`config.mk`:
```
export PLATFORM = sky130hd
export DESIGN_NAME = cpu_controller_flat
export DESIGN_NICKNAME = d
export VERILOG_FILES = /design/src/rtl/cpu_controller_pkg.sv /design/src/rtl/cpu_controller_if.sv /design/src/rtl/cpu_controller_instr_dec.sv /design/src/rtl/cpu_controller.sv /design/src/flat_wrapper.sv
export SDC_FILE = /design/constraint.sdc
export NUM_CORES = 1
export LEC_CHECK = 0
export ABC_AREA = 0
export CAP_MARGIN = 10
export CORE_MARGIN = 2
export CORE_UTILIZATION = 30
export CTS_CLUSTER_DIAMETER = 60
export DETAILED_ROUTE_END_ITERATION = 10
export HOLD_SLACK_MARGIN = 0.02
export PLACE_DENSITY = 0.68
export SYNTH_ARGS = -nofsm -noshare
export SYNTH_HDL_FRONTEND = slang
export SYNTH_SLANG_ARGS = --single-unit
```
`constraint.sdc`:
```
create_clock -name clk -period 1.3 [get_ports clk]
set_input_delay 0.13 -clock clk [delete_from_list [all_inputs] [get_ports clk]]
set_output_delay 0.13 -clock clk [all_outputs]
set_load 0.01 [all_outputs]
```
`src/rtl/cpu_controller_pkg.sv`:
```
// Shared types and constants for the instruction controller.
// CPU_CTRL_ILLEGAL_TRAP_EN adds the HALT trap state.
package cpu_pkg;

    typedef enum logic [2:0] {
        S_WAIT      = 3'd0,
        S_DECODE    = 3'd1,
        S_GET_A     = 3'd2,
        S_GET_B     = 3'd3,
        S_ALU       = 3'd4,
        S_WRITE_REG = 3'd5,
        S_WRITE_IMM = 3'd6
`ifdef CPU_CTRL_ILLEGAL_TRAP_EN
        ,
        S_HALT      = 3'd7
`endif
    } state_t;

    typedef enum logic [2:0] {
        INS_ILL,
        INS_MOVI,
        INS_MOVR,
        INS_ADD,
        INS_CMP,
        INS_AND,
        INS_MVN
    } instr_t;

    typedef struct packed {
        logic [2:0] opcode;
        logic [1:0] op;
        logic [2:0] rn;
        logic [2:0] rd;
        logic [1:0] sh;
        logic [2:0] rm;
    } ir_fields_t;

    localparam logic [2:0] OPC_MOV = 3'b110;
    localparam logic [2:0] OPC_ALU = 3'b101;

    localparam logic [1:0] OP_MOVI = 2'b10;
    localparam logic [1:0] OP_MOVR = 2'b00;
    localparam logic [1:0] OP_ADD  = 2'b00;
    localparam logic [1:0] OP_CMP  = 2'b01;
    localparam logic [1:0] OP_AND  = 2'b10;
    localparam logic [1:0] OP_MVN  = 2'b11;

    localparam logic [1:0] VSEL_MDATA = 2'b00;
    localparam logic [1:0] VSEL_IMM8  = 2'b01;
    localparam logic [1:0] VSEL_PC    = 2'b10;
    localparam logic [1:0] VSEL_C     = 2'b11;

endpackage

```
`src/rtl/cpu_controller_if.sv`:
```
// Control bundle from the controller to the 16-bit datapath.
// master = controller, slave = datapath.
interface cpu_controller_if;

    logic [2:0]  writenum;
    logic [2:0]  readnum;
    logic        write;
    logic        loada;
    logic        loadb;
    logic        loadc;
    logic        loads;
    logic        asel;
    logic        bsel;
    logic [1:0]  vsel;
    logic [1:0]  shift;
    logic [1:0]  ALUop;
    logic [15:0] sximm5;
    logic [15:0] sximm8;

    modport master (
        output writenum, readnum, write,
        output loada, loadb, loadc, loads,
        output asel, bsel, vsel, shift, ALUop,
        output sximm5, sximm8
    );

    modport slave (
        input writenum, readnum, write,
        input loada, loadb, loadc, loads,
        input asel, bsel, vsel, shift, ALUop,
        input sximm5, sximm8
    );

endinterface

```
`src/rtl/cpu_controller_instr_dec.sv`:
```
// Combinational instruction decoder: fields, sign extension, legality.
// No state; everything is a pure function of the IR.
module instr_dec
    import cpu_pkg::*;
(
    input  logic [15:0] ir,
    output instr_t      kind,
    output logic [1:0]  op,
    output logic [2:0]  rn,
    output logic [2:0]  rd,
    output logic [1:0]  sh,
    output logic [2:0]  rm,
    output logic [15:0] sximm5,
    output logic [15:0] sximm8
);

    ir_fields_t f;

    assign f      = ir;
    assign op     = f.op;
    assign rn     = f.rn;
    assign rd     = f.rd;
    assign sh     = f.sh;
    assign rm     = f.rm;
    assign sximm5 = {{11{ir[4]}}, ir[4:0]};
    assign sximm8 = {{8{ir[7]}}, ir[7:0]};

    always_comb begin
        kind = INS_ILL;
        unique case (1'b1)
            (f.opcode == OPC_MOV && f.op == OP_MOVI): kind = INS_MOVI;
            (f.opcode == OPC_MOV && f.op == OP_MOVR): kind = INS_MOVR;
            (f.opcode == OPC_ALU && f.op == OP_ADD):  kind = INS_ADD;
            (f.opcode == OPC_ALU && f.op == OP_CMP):  kind = INS_CMP;
            (f.opcode == OPC_ALU && f.op == OP_AND):  kind = INS_AND;
            (f.opcode == OPC_ALU && f.op == OP_MVN):  kind = INS_MVN;
            default:                                  kind = INS_ILL;
        endcase
    end

endmodule

```
`src/rtl/cpu_controller.sv`:
```
// IR, decoder and multi-cycle control FSM for the 16-bit datapath.
// CPU_CTRL_ILLEGAL_TRAP_EN: illegal opcodes trap into HALT until reset.
module cpu_controller
    import cpu_pkg::*;
(
    input  logic        clk,
    input  logic        reset,
    input  logic        load,
    input  logic [15:0] in,
    input  logic        s,
    output logic        w,
    output logic        illegal,
    cpu_controller_if.master dp
);

    state_t      state;
    state_t      state_nx;
    logic [15:0] ir;

    instr_t      kind;
    logic [1:0]  op;
    logic [2:0]  rn;
    logic [2:0]  rd;
    logic [1:0]  sh;
    logic [2:0]  rm;
    logic [15:0] sx5;
    logic [15:0] sx8;

    instr_dec u_dec (
        .ir     (ir),
        .kind   (kind),
        .op     (op),
        .rn     (rn),
        .rd     (rd),
        .sh     (sh),
        .rm     (rm),
        .sximm5 (sx5),
        .sximm8 (sx8)
    );

    assign dp.sximm5 = sx5;
    assign dp.sximm8 = sx8;

    // IR only accepts new words while idle, so it can update with s.
    always_ff @(posedge clk or negedge reset) begin
        if (!reset) begin
            state <= S_WAIT;
            ir    <= '0;
        end else begin
            state <= state_nx;
            if (load && state == S_WAIT)
                ir <= in;
        end
    end

    always_comb begin
        state_nx = state;
        case (state)
            S_WAIT:
                if (s) state_nx = S_DECODE;
            S_DECODE:
                case (kind)
                    INS_MOVI: state_nx = S_WRITE_IMM;
                    INS_MOVR,
                    INS_MVN:  state_nx = S_GET_B;
                    INS_ADD,
                    INS_CMP,
                    INS_AND:  state_nx = S_GET_A;
`ifdef CPU_CTRL_ILLEGAL_TRAP_EN
                    default:  state_nx = S_HALT;
`else
                    default:  state_nx = S_WAIT;
`endif
                endcase
            S_GET_A:     state_nx = S_GET_B;
            S_GET_B:     state_nx = S_ALU;
            S_ALU:
                state_nx = (kind == INS_CMP) ? S_WAIT : S_WRITE_REG;
            S_WRITE_REG: state_nx = S_WAIT;
            S_WRITE_IMM: state_nx = S_WAIT;
`ifdef CPU_CTRL_ILLEGAL_TRAP_EN
            S_HALT:      state_nx = S_HALT;
`endif
            default:     state_nx = S_WAIT;
        endcase
    end

    always_comb begin
        w           = 1'b0;
        illegal     = 1'b0;
        dp.writenum = 3'd0;
        dp.readnum  = 3'd0;
        dp.write    = 1'b0;
        dp.loada    = 1'b0;
        dp.loadb    = 1'b0;
        dp.loadc    = 1'b0;
        dp.loads    = 1'b0;
        dp.asel     = 1'b0;
        dp.bsel     = 1'b0;
        dp.vsel     = VSEL_MDATA;
        dp.shift    = 2'b00;
        dp.ALUop    = 2'b00;
        case (state)
            S_WAIT:
                w = 1'b1;
            S_DECODE:
                illegal = (kind == INS_ILL);
            S_GET_A: begin
                dp.readnum = rn;
                dp.loada   = 1'b1;
            end
            S_GET_B: begin
                dp.readnum = rm;
                dp.loadb   = 1'b1;
            end
            S_ALU: begin
                dp.shift = sh;
                dp.ALUop = (kind == INS_MOVR) ? 2'b00 : op;
                dp.asel  = (kind == INS_MOVR) || (kind == INS_MVN);
                dp.loads = (kind == INS_CMP);
                dp.loadc = (kind != INS_CMP);
            end
            S_WRITE_REG: begin
                dp.writenum = rd;
                dp.vsel     = VSEL_C;
                dp.write    = 1'b1;
            end
            S_WRITE_IMM: begin
                dp.writenum = rn;
                dp.vsel     = VSEL_IMM8;
                dp.write    = 1'b1;
            end
`ifdef CPU_CTRL_ILLEGAL_TRAP_EN
            S_HALT:
                illegal = 1'b1;
`endif
            default: ;
        endcase
    end

endmodule

```
`src/flat_wrapper.sv`:
```
// flat-port wrapper written by rule: the top's interface ports become plain ports
module cpu_controller_flat import cpu_pkg::*;
  (clk, reset, load, in, s, w, illegal, dp_writenum, dp_readnum, dp_write, dp_loada, dp_loadb, dp_loadc, dp_loads, dp_asel, dp_bsel, dp_vsel, dp_shift, dp_ALUop, dp_sximm5, dp_sximm8);
  cpu_controller_if dp_i ();
  input  logic clk;
  input  logic reset;
  input  logic load;
  input  logic [15:0] in;
  input  logic s;
  output logic w;
  output logic illegal;
  output wire logic [$bits(dp_i.writenum)-1:0] dp_writenum;
  output wire logic [$bits(dp_i.readnum)-1:0] dp_readnum;
  output wire logic [$bits(dp_i.write)-1:0] dp_write;
  output wire logic [$bits(dp_i.loada)-1:0] dp_loada;
  output wire logic [$bits(dp_i.loadb)-1:0] dp_loadb;
  output wire logic [$bits(dp_i.loadc)-1:0] dp_loadc;
  output wire logic [$bits(dp_i.loads)-1:0] dp_loads;
  output wire logic [$bits(dp_i.asel)-1:0] dp_asel;
  output wire logic [$bits(dp_i.bsel)-1:0] dp_bsel;
  output wire logic [$bits(dp_i.vsel)-1:0] dp_vsel;
  output wire logic [$bits(dp_i.shift)-1:0] dp_shift;
  output wire logic [$bits(dp_i.ALUop)-1:0] dp_ALUop;
  output wire logic [$bits(dp_i.sximm5)-1:0] dp_sximm5;
  output wire logic [$bits(dp_i.sximm8)-1:0] dp_sximm8;
  assign dp_writenum = dp_i.writenum;
  assign dp_readnum = dp_i.readnum;
  assign dp_write = dp_i.write;
  assign dp_loada = dp_i.loada;
  assign dp_loadb = dp_i.loadb;
  assign dp_loadc = dp_i.loadc;
  assign dp_loads = dp_i.loads;
  assign dp_asel = dp_i.asel;
  assign dp_bsel = dp_i.bsel;
  assign dp_vsel = dp_i.vsel;
  assign dp_shift = dp_i.shift;
  assign dp_ALUop = dp_i.ALUop;
  assign dp_sximm5 = dp_i.sximm5;
  assign dp_sximm8 = dp_i.sximm8;
  cpu_controller u_core (.clk(clk), .reset(reset), .load(load), .in(in), .s(s), .w(w), .illegal(illegal), .dp(dp_i));
endmodule
```
# ---- Word-level counts from Yosys, hierarchy flattened
# Index checks and enable logic that the tools add are counted.
dict set report totals {
  ff_bits 19
  inputBits 20
}
dict set report classes {
  eq_ne 19
  reduce_logical 14
  muxes 19
}
# operator n
set ops {}
lappend ops {{== test 3 bit (second input constant)} 8}
lappend ops {{case mux 3 bit (6 select lines)} 1}
lappend ops {{case mux 3 bit (5 select lines)} 1}
lappend ops {{== test 3 x 2 -> 1 bit (second input constant)} 4}
lappend ops {{case mux 3 bit (2 select lines)} 2}
lappend ops {{case mux 3 bit (3 select lines)} 1}
lappend ops {{2-to-1 mux 1 bit} 8}
lappend ops {{logical AND 1 bit} 7}
lappend ops {{== test 3 x 1 -> 1 bit (second input constant)} 2}
lappend ops {{logical NOT 3 bit} 2}
lappend ops {{2-to-1 mux 2 bit} 3}
lappend ops {{2-to-1 mux 3 bit} 2}
lappend ops {{== test 2 bit (second input constant)} 2}
lappend ops {{case mux 2 bit (2 select lines)} 1}
lappend ops {{OR reduction 2 bit} 2}
lappend ops {{!= test 3 bit (second input constant)} 1}
lappend ops {{OR reduction 3 bit} 1}
lappend ops {{== test 2 x 1 -> 1 bit (second input constant)} 1}
lappend ops {{logical NOT 2 bit} 1}
lappend ops {{!= test 2 bit (second input constant)} 1}
lappend ops {{logical OR 1 bit} 1}

# ---- Depth between registers and ports, before layout
dict set report depth {
  ltp_word 7
  ltp_mapped 5
  ltp_nobuf 3
}

# ---- Cells and area by module
# Synthesis repeated with hierarchy kept, for this count alone.
dict set report unflattened {
  cells_unflattened 144
  hier_area_um2 1402.6
}
# mod instances cells_each seq_area_each_um2 area_each_um2
set modules_own_cells {}
lappend modules_own_cells {cpu_controller 1 89 475.5 987.2}
lappend modules_own_cells {instr_dec 1 55 0.0 415.4}

# ---- Worst setup path after synthesis
# Ideal clock, no wire load.
dict set report synth_path {
  kind {register to register}
  startpoint {reg u_core.state[0]}
  endpoint {reg u_core.ir[0]}
  synth_period_minus_slack_ps 1558
  required_ps 1175
  path_slack_ps -258
  arrival_ps 1432
  path_stages_with_launch 6
  cell_sequence {dfrtp_1 nor3_2 and2_4 buf_6 buf_12 mux2_4}
}
dict set report synth_between {
  elab_chain_cells 2
}
# item line
set synth_lines {}
lappend synth_lines {{start, declared} cpu_controller.sv:16} ;# state_t state;
lappend synth_lines {{start signal, assigned} cpu_controller.sv:50} ;# state <= state_nx;
lappend synth_lines {{logical NOT 3 bit} cpu_controller.sv:51} ;# if (load && state == S_WAIT)
lappend synth_lines {{logical AND 1 bit} cpu_controller.sv:51}
lappend synth_lines {{end signal, assigned} cpu_controller.sv:52} ;# ir <= in;
lappend synth_lines {{end, declared} cpu_controller.sv:18} ;# logic [15:0] ir;
# No other way between the ends.
# A chain may end at the register's enable or synchronous reset.

# ---- Final worst setup path
dict set report layout_path {
  startpoint {reg u_core.state[1]}
  endpoint {out dp_readnum[1]}
}
dict set report layout_between {
  elab_chain_cells 2
}
# item line
set layout_lines {}
lappend layout_lines {{== test 3 x 2 -> 1 bit} cpu_controller.sv:103} ;# case (state)
lappend layout_lines {{case mux 3 bit (2 select lines) (*)} cpu_controller.sv:103}
lappend layout_lines {{end, declared} flat_wrapper.sv:13} ;# output wire logic [$bits(dp_i.readnum)-1:0] dp_readnum;
# Every way passes the cells marked *; elsewhere a longest branch is shown, timed or not.

==> impl_metrics.json <==
{
  "run_status": "finished, violations left",
  "violations": "negative setup slack",
  "combined_area_of_the_multi_input_logic_cells_um2": 670.6,
  "reg2reg_to": "u_core.ir[12]",
  "synth_largest_type_area_fraction_pct": 37.22,
  "timing.setup.critical_path_class": "register to output port",
  "cts.htree.levels": 1,
  "number_of_flops_mapped_to_enable_cells_by_yosys": 0,
  "synth_commonest_cells": "sky130_fd_sc_hd__buf_4, sky130_fd_sc_hd__dfrtp_1, sky130_fd_sc_hd__mux2_4",
  "detailroute.wirelength.met2_um": 2126,
  "vias_per_cell": 4.516,
  "final_design_area_no_fill_um2": 2258,
  "clock_tree_from_tritoncts": "built",
  "syn-num-nets": 137,
  "fill_cells": 325,
  "num_vias": 1102,
  "via_count_of_the_first_global_routing_pass": 1170,
  "distinct_cell_type_count_of_the_synthesized_netlist": 31,
  "placed_cells_incl_taps": 223,
  "finalHoldViolations": 0,
  "period_needed_ns": 1.676,
  "clk_transition_reported_paths_ns": 0.07,
  "count_of_cells_along_the_worst_register_to_register_path": 6,
  "design.core.area_um2": 4058,
  "cp_max_fo": 8,
  "syn-mean-instance-area_um2": 10.92,
  "final_max_slew_viol_count": 0,
  "worst_ep_arrival_time_ns": 1.55,
  "avgRoutedWirePerCell_um": 15.93,
  "critPathRequiredTime_ns": 1.17,
  "timing.final.setup_violations": 38,
  "fin_hold_ws_ns": 0.1996,
  "layout-drive-gt1-share_pct": 55.67,
  "port_buffers": 71,
  "non_filler_instance_count_after_layout": 244,
  "yosysWarningCount": 0,
  "totalWireLength_um": 3887,
  "nets": 215,
  "top_level_ports": 73,
  "antenna_cells": 0,
  "max_clock_freq_ghz": 0.5967,
  "yosysSeqAreaShare_pct": 37.22,
  "grt-ovfl-total": 0,
  "drc": 0,
  "synth_largest_area_cell": "sky130_fd_sc_hd__dfrtp_1",
  "cts_hold_buffers": 0,
  "synthMostInstantiatedCell": "sky130_fd_sc_hd__buf_4",
  "die-area_um2": 4796,
  "fp-row-count": 23,
  "max_cap_violations": 0,
  "grt.total_usage_pct": 15.24,
  "startpoint_type": "register",
  "clock_latency_ns": 0.26,
  "post-route-period-util_pct": 128.9,
  "tritoncts_num_sinks": 19,
  "dieWidth_um": 69.26,
  "end_kind": "output port",
  "rr_startpoint": "u_core.state[0]",
  "dpl-instance-area_um2": 1947,
  "drtPass1Iterations": 4,
  "min_path_type": "input pin to async pin",
  "ir_worst_vdd_v": 0.0008087,
  "ys.flop_type": "sky130_fd_sc_hd__dfrtp_1",
  "areaGrowthSynthToFinish_pct": 76.79,
  "grt_start_max_net_pins": 20,
  "met3_length_um": 71,
  "grt_setup_unrepaired": "true",
  "synth_top_cells_by_area": "sky130_fd_sc_hd__dfrtp_1, sky130_fd_sc_hd__buf_4, sky130_fd_sc_hd__mux2_4",
  "postSynth.asyncResetShare_pct": 100.0,
  "timing.final.ws_setup_ns": -0.3760,
  "detailed_route_wire_length_on_metal_1_um": 1608,
  "cts-root-buf": "sky130_fd_sc_hd__clkbuf_8",
  "post-dp-hpwl_um": 2562,
  "routabilityCongestion": 0.8494,
  "die-height_um": 69.26,
  "finalCoreUtilization_pct": 55.66,
  "reg2reg_slack_ns": -0.32,
  "cts_max_path_buffers": 2,
  "grt_antenna_before_repair": 0,
  "synth_area_um2": 1277,
  "drt_first_iter_violations": 52,
  "ant_nets": 0,
  "ff_latch_area_um2": 481.7,
  "power_per_cell_area_nw_per_um2": 2270,
  "syn-instance-count": 117,
  "route.top_layer_used": "met4",
  "timing.clock.skew_ns": 0.003783,
  "initial_utilization_pct": 31.48,
  "cts-buffers-inserted": 3,
  "p_leak_uw": 0.001091,
  "grt_first_pass_wirelength_um": 5906,
  "ys_seq_elements": 19
}
## logic make-up after synthesis
kind of cell	count (synthesis)	share of synthesized area (%)
AO/OA/AOI/OAI	15	8.424
buffers and inverters	39	23.31
flip-flops	19	37.22
multiplexers	16	17.04
other	1	0.2935
AND/OR/NAND/NOR	27	13.71
## stage by stage
| step | total power [µW] | worst slack, ns | TNS (ns) |
|---|---|---|---|
| floorplan | 3115 | -0.2001 | -2.595 |
| global route | 5407 | -0.4046 | -12.63 |
| CTS | 4839 | -0.3366 | -10.37 |
| detailed placement | 4234 | -0.4662 | -14.01 |
| global placement | 4157 | -0.4571 | -12.96 |
| finish | 5127 | -0.3760 | -10.87 |
## cell type report
class | instances | share of cell area (%)
timing repair buffer | 110 | 43.88
multi-input combinational | 59 | 29.70
sequential | 19 | 21.33
tap | 50 | 2.770
clock buffer | 4 | 1.994
inverter | 2 | 0.3324
## worst max-delay path by stage
stage	start	to	slack (ns)	cells past startpoint
2_1_floorplan	u_core.state[2]	u_core.ir[0]	-0.20	5
3_3_place_gp	u_core.state[0]	dp_loads	-0.46	3
3_5_place_dp	u_core.state[0]	dp_readnum[0]	-0.47	5
4_1_cts	u_core.state[0]	u_core.ir[8]	-0.34	6
5_1_grt	u_core.state[1]	dp_readnum[1]	-0.40	5
6_report	u_core.state[1]	dp_readnum[1]	-0.38	5
## flip-flops by register name, summed over array words and instances (netlist names)
signal and cells:
u_core.state 3, u_core.ir 16
## critical path: stages (launching register included)
cell,delay (ns)
sky130_fd_sc_hd__dfrtp_2,0.43
sky130_fd_sc_hd__buf_6,0.15
sky130_fd_sc_hd__and2b_2,0.21
sky130_fd_sc_hd__and2_4,0.16
sky130_fd_sc_hd__a22o_1,0.19
sky130_fd_sc_hd__buf_2,0.14
## what timing repair did
action                     CTS  global route
setup endpoints to repair   70            43
setup buffers               10             7
resized for setup          153            19
pin swaps                   11             8
## cell usage in the layout (no fill, tap or decap), types with 2 or more instances in the layout
cell                              instances
sky130_fd_sc_hd__a22o_1                   3
sky130_fd_sc_hd__a22oi_2                  3
sky130_fd_sc_hd__and2_4                   6
sky130_fd_sc_hd__and2b_2                  2
sky130_fd_sc_hd__buf_12                   2
sky130_fd_sc_hd__buf_2                   12
sky130_fd_sc_hd__buf_4                   24
sky130_fd_sc_hd__buf_6                   20
sky130_fd_sc_hd__clkbuf_8                 3
sky130_fd_sc_hd__clkdlybuf4s15_1          3
sky130_fd_sc_hd__clkdlybuf4s50_1         19
sky130_fd_sc_hd__dfrtp_1                 14
sky130_fd_sc_hd__dfrtp_2                  5
sky130_fd_sc_hd__dlygate4sd2_1           29
sky130_fd_sc_hd__inv_1                    2
sky130_fd_sc_hd__mux2_4                  16
sky130_fd_sc_hd__nor2_1                   5
sky130_fd_sc_hd__nor3_4                   2
sky130_fd_sc_hd__nor3b_4                  2
sky130_fd_sc_hd__o21a_1                   2
sky130_fd_sc_hd__o21ai_2                  2
## layer usage
| metal | GRT usage, % | vias to the layer above |
|---|---|---|
| met5 | 0 | - |
| li1 | - | 520 |
| met1 | 18.90 | 555 |
| met3 | 1.744 | 6 |
| met4 | 7.625 | 0 |
| met2 | 26.07 | 21 |
## power breakdown
group / total [µW] / switching, µW / internal, µW
Clock: 426 / 207 / 218
Combinational: 3470 / 1420 / 2050
Sequential: 1230 / 343 / 889
Total: 5130 / 1970 / 3160
(Power assumes the default switching activity.)
